<file path="config.mk">
export PLATFORM = sky130hd
export DESIGN_NAME = out_channel_fifo
export DESIGN_NICKNAME = d
export VERILOG_FILES = /design/src/rtl/out_channel_fifo.sv
export SDC_FILE = /design/constraint.sdc
export NUM_CORES = 1
export LEC_CHECK = 0
export ABC_AREA = 0
export CAP_MARGIN = 30
export CORE_MARGIN = 1
export CORE_UTILIZATION = 56
export CTS_BUF_LIST = sky130_fd_sc_hd__clkbuf_8
export DETAILED_ROUTE_END_ITERATION = 16
export GPL_TIMING_DRIVEN = 1
export HOLD_SLACK_MARGIN = 0.08
export PLACE_DENSITY = 0.82
export SYNTH_ARGS = -nofsm -noshare
export SYNTH_HDL_FRONTEND = slang
export SYNTH_SLANG_ARGS = --single-unit
</file>
<file path="constraint.sdc">
create_clock -name clock -period 3 [get_ports clock]
set_clock_uncertainty 0.05 [all_clocks]
set_input_delay 0.3 -clock clock [delete_from_list [all_inputs] [get_ports clock]]
set_output_delay 0.3 -clock clock [all_outputs]
set_load 0.01 [all_outputs]
</file>
<file path="src/rtl/out_channel_fifo.sv">
// Output-word FIFO behind the core's `out` instruction: words are visible one cycle after the write, in write order.
// Backpressure: outValue is held while outReady=0; a write to a full FIFO with no pop is dropped and sets sticky overflow.
module out_channel_fifo #(
    parameter int MemoryElementWidth = 12,
    parameter int NOut               = 3
) (
    input  logic                          clock,
    input  logic                          reset,
    input  logic                          outWrite,
    input  logic [MemoryElementWidth-1:0] outData,
    input  logic                          programFinished,
    output logic                          outValid,
    input  logic                          outReady,
    output logic [MemoryElementWidth-1:0] outValue,
    output logic [$clog2(NOut+1)-1:0]     count,
    output logic                          overflow,
    output logic                          drained,
    output logic [15:0]                   wordsOut
);
    localparam int PW = (NOut > 1) ? $clog2(NOut) : 1;
    localparam int CW = $clog2(NOut + 1);

    logic [MemoryElementWidth-1:0] r_mem [NOut];
    logic [PW-1:0]                 r_wp;
    logic [PW-1:0]                 r_rp;
    logic [CW-1:0]                 r_count;
    logic                          r_valid;
    logic [MemoryElementWidth-1:0] r_value;
    logic                          r_overflow;
    logic                          r_finished;
    logic                          r_drained;
    logic [15:0]                   r_words;

    logic                          w_pop;
    logic                          w_push;
    logic [PW-1:0]                 w_rp_nxt;
    logic [CW-1:0]                 w_cnt_nxt;
    logic                          w_rest_empty;
    logic [MemoryElementWidth-1:0] w_head_nxt;

    function automatic logic [PW-1:0] ptr_inc(input logic [PW-1:0] p);
        return (p == PW'(NOut - 1)) ? '0 : p + 1'b1;
    endfunction

    always_comb begin
        w_pop        = r_valid && outReady;
        w_push       = outWrite && ((r_count < CW'(NOut)) || w_pop);
        w_rp_nxt     = w_pop ? ptr_inc(r_rp) : r_rp;
        w_cnt_nxt    = r_count + CW'(w_push) - CW'(w_pop);
        // Nothing older survives this cycle, so the new head is the word being written now.
        w_rest_empty = (r_count == CW'(w_pop));
        w_head_nxt   = w_rest_empty ? outData : r_mem[w_rp_nxt];
    end

    always_ff @(posedge clock) begin
        if (!reset && w_push) begin
            r_mem[r_wp] <= outData;
        end
    end

    always_ff @(posedge clock) begin
        if (reset) begin
            r_wp       <= '0;
            r_rp       <= '0;
            r_count    <= '0;
            r_valid    <= 1'b0;
            r_value    <= '0;
            r_overflow <= 1'b0;
            r_finished <= 1'b0;
            r_drained  <= 1'b0;
            r_words    <= '0;
        end else begin
            if (w_push) begin
                r_wp <= ptr_inc(r_wp);
            end
            r_rp    <= w_rp_nxt;
            r_count <= w_cnt_nxt;
            r_valid <= (w_cnt_nxt != '0);
            // Empty FIFO keeps the last presented word on outValue.
            if (w_cnt_nxt != '0) begin
                r_value <= w_head_nxt;
            end
            if (outWrite && !w_push) begin
                r_overflow <= 1'b1;
            end
            if (programFinished) begin
                r_finished <= 1'b1;
            end
            r_drained <= r_finished && (r_count == '0);
            if (w_pop && (r_words != 16'hFFFF)) begin
                r_words <= r_words + 16'd1;
            end
        end
    end

    assign outValid = r_valid;
    assign outValue = r_value;
    assign count    = r_count;
    assign overflow = r_overflow;
    assign drained  = r_drained;
    assign wordsOut = r_words;
endmodule

</file>
==> flow_metrics.env <==
export IMPL_outcome="finished, final reports clean"
export IMPL_cts_hold_buf=0
export IMPL_die_h_um=81.44
export IMPL_clk_insertion_delay_late_ns=0.34
export IMPL_period_needed_ns=2.309
export IMPL_internal_power_mw=2.142
export IMPL_ios=50
export IMPL_worstPathRequired_ns=3.16
export IMPL_antennaDiodeCount=0
export IMPL_clockBufferDepth=2
export IMPL_final_util_pct=71.78
export IMPL_dp_hpwl_mm=4.970
export IMPL_grt_setup_unrepaired="no"
export IMPL_postCtsSetupRepairBufs=0
export IMPL_worstMarginPinSlew_ns=0.8154
export IMPL_post_place_ws_ns=0.3384
export IMPL_synth_edf_count=36
export IMPL_place_area_um2=4108
export IMPL_cp_startpoint="r_rp[0]$_SDFF_PP0_"
export IMPL_finalHoldViolCount=0
export IMPL_synth_area_um2=3533
export IMPL_dieWidth_um=81.44
export IMPL_overflow=0
export IMPL_end_kind="flop"
export IMPL_finalSetupViolations=0
export IMPL_drc=0
export IMPL_grt_use_total_pct=23.82
export IMPL_synthFlopType="dfxtp_1"
export IMPL_crit_path_start_kind="flop"
export IMPL_slew_headroom_pct=45.56
export IMPL_syn_inst=293
export IMPL_start_util_pct=58.98
export IMPL_tns_ns=0
export IMPL_via_per_inst=6.159
export IMPL_wl_per_cell_um=16.93
export IMPL_yosysWarnings=0
export IMPL_instances_no_fill=427
export IMPL_crit_type="reg -> reg"
export IMPL_r2r_start="r_rp[0]$_SDFF_PP0_"
export IMPL_cp_cell_sequence="buf_4 > mux2_2 > mux4_2 > nand2_1 > a211oi_1"
export IMPL_power_total_mw=3.218
export IMPL_synth_fp_nets=313
export IMPL_syn_avg_cell_area_um2=12.06
export IMPL_cap_violations=0
export IMPL_crit_arrival_ns=2.47
export IMPL_hp_start="overflow$_SDFFE_PP0P_"
export IMPL_seqPwrFrac_pct=40.4
export IMPL_route_vias_total=2630
export IMPL_core_um2=5991
export IMPL_worst_hold_slack_ns=0.4233
export IMPL_syn_to_final_growth_pct=21.71
export IMPL_hold_class="reg -> reg"
export IMPL_cts_tree="yes"
export IMPL_slew_violations=0
export IMPL_wl_mm=7.228
export IMPL_synth_cell_type_count=46
export IMPL_r2r_slack_ns=0.69
export IMPL_drtIter0Drc=171
export IMPL_cts_resized_gates=0
export IMPL_portBuffers=49
export IMPL_first_global_vias=2496
export IMPL_antenna_found_initial=0
export IMPL_peakVddDrop_mv=0.5983
export IMPL_pwr_share_clk_pct=23.2
export IMPL_yosysSeqAreaShare_pct=52.12
export IMPL_die_area_um2=6632
export IMPL_path_clk_slew_ns=0.08
export IMPL_post_place_cells=411
export IMPL_cts_max_level=3
export IMPL_postRouteAntennaNets=0
export IMPL_cts_buffers=9
export IMPL_async_reset_ff_share_pct=0
export IMPL_fin_crit_sh_pct=76.98
export IMPL_max_freq_mhz=433.0
export IMPL_switchingPower_mw=1.076
export IMPL_slowest_stage="dfxtp_1"
export IMPL_cts_sinks=74
export IMPL_nets=367
export IMPL_ys_seq_elements=74
export IMPL_drt_pass1_iterations=4
export IMPL_drive_gt1_share_pct=17.61
export IMPL_grt_max_degree=31
export IMPL_cts_root_buffer="clkbuf_8"
export IMPL_switching_share_pct=33.45
export IMPL_power_density_nw_per_um2=748.3
export IMPL_path_max_fanout=17
export IMPL_final_area_um2=4300
export IMPL_max_stage_delay_ns=0.80
export IMPL_pwr_share_comb_pct=36.4
export IMPL_gp_congestion=0.8226
export IMPL_rows=28
export IMPL_fin_ws_ns=0.6906
export IMPL_power_leakage_nw=1.417
export IMPL_grt_pass1_wl_mm=11.56
==> state kept, by name, summed over array words and instances (netlist names) <==
name	count
r_mem	36
wordsOut	16
outValue	12
count	2
r_rp	2
r_wp	2
drained	1
outValid	1
overflow	1
r_finished	1
==> routing by layer <==
| metal | routed length [µm] | up-vias | global-route usage, % |
|---|---|---|---|
| met5 | 0 | - | 0 |
| met4 | 114 | 0 | 11.96 |
| met3 | 332 | 13 | 6.222 |
| met2 | 3704 | 67 | 39.17 |
| met1 | 3076 | 1291 | 28.91 |
| li1 | - | 1259 | - |
==> power by group through the flow <==
stage,clock network (mW),logic (mW),registers (mW)
after detailed placement,0,1.17,1.32
after global placement,0,1.13,1.32
final,0.747,1.17,1.30
after floorplan,0,0.773,1.31
after CTS,0.756,1.18,1.30
after global routing,0.798,1.29,1.32
==> final timing paths <==
kind,to,cells past startpoint
worst max register to register,outValue[9]$_SDFFE_PP0P_,5
worst min register to register,overflow$_SDFFE_PP0P_,2
worst min-delay path,overflow$_SDFFE_PP0P_,2
worst max-delay path,outValue[9]$_SDFFE_PP0P_,5
==> Yosys cell counts (2+ instances only) <==
library cell   n  area share (%)
a211oi_1      12             2.5
mux4_2         4             2.5
a21oi_1       32             4.5
mux2_2        19             6.1
nor2_1         8            0.85
o21ai_0        5            0.71
nand4_1        3            0.53
inv_1          4            0.42
mux2_1         3            0.96
buf_4          3            0.64
o2111ai_1      3            0.74
or3_1          7             1.2
nand3_4        2            0.99
clkbuf_1       7            0.74
edfxtp_1      36              31
and2_1         3            0.53
nor4b_1        3            0.74
nand3_1        7            0.99
nor4_1         2            0.35
a21o_1         2            0.42
or4_1          9             1.9
ha_1           3             1.1
nor3_1        19             2.7
dfxtp_1       38              22
buf_2          4            0.57
o31ai_1        9             1.9
buf_6          2            0.64
mux4_1         6             4.5
nor2b_1        4            0.71
nand2_1       18             1.9
==> layout make-up <==
cell class | count | area, µm²
repair buffers | 60 | 573.1
well taps | 75 | 93.84
clock inverters | 7 | 68.82
fillers | 390 | 1690
flip-flops and latches | 74 | 1842
clock buffers | 9 | 123.9
multi-input cells | 197 | 1575
inverters | 5 | 23.77
==> critical path: cells and delay by family (launching register included) <==
| family | cells | cell delay [ns] |
|---|---|---|
| AO/OA/AOI/OAI | 1 | 0.08 |
| buffers and inverters | 1 | 0.32 |
| flip-flops | 1 | 0.80 |
| multiplexers | 2 | 0.82 |
| AND/OR/NAND/NOR | 1 | 0.09 |
==> kinds of logic (layout without fill, tap and decap cells) <==
kind of cell    after synthesis  after routing  share of synthesized area, %
fa+ha+maj                     3              3                         1.062
simple gates                 94             94                         16.43
flops                        74             74                         52.12
buf+inv                      22             81                         3.824
xor+xnor                      1              1                        0.6727
compound gates               67             67                         11.86
mux                          32             32                         14.02
==> layout by cell type (no fill, tap or decap), types with 8 or more instances in the layout <==
cell,instances
buf_4,11
o31ai_1,9
mux2_2,19
a211oi_1,12
nand2_1,18
clkdlybuf4s50_1,49
dfxtp_1,38
nor2_1,8
nor3_1,19
a21oi_1,32
clkbuf_8,9
or4_1,9
edfxtp_1,36
(Power assumes the default switching activity.)
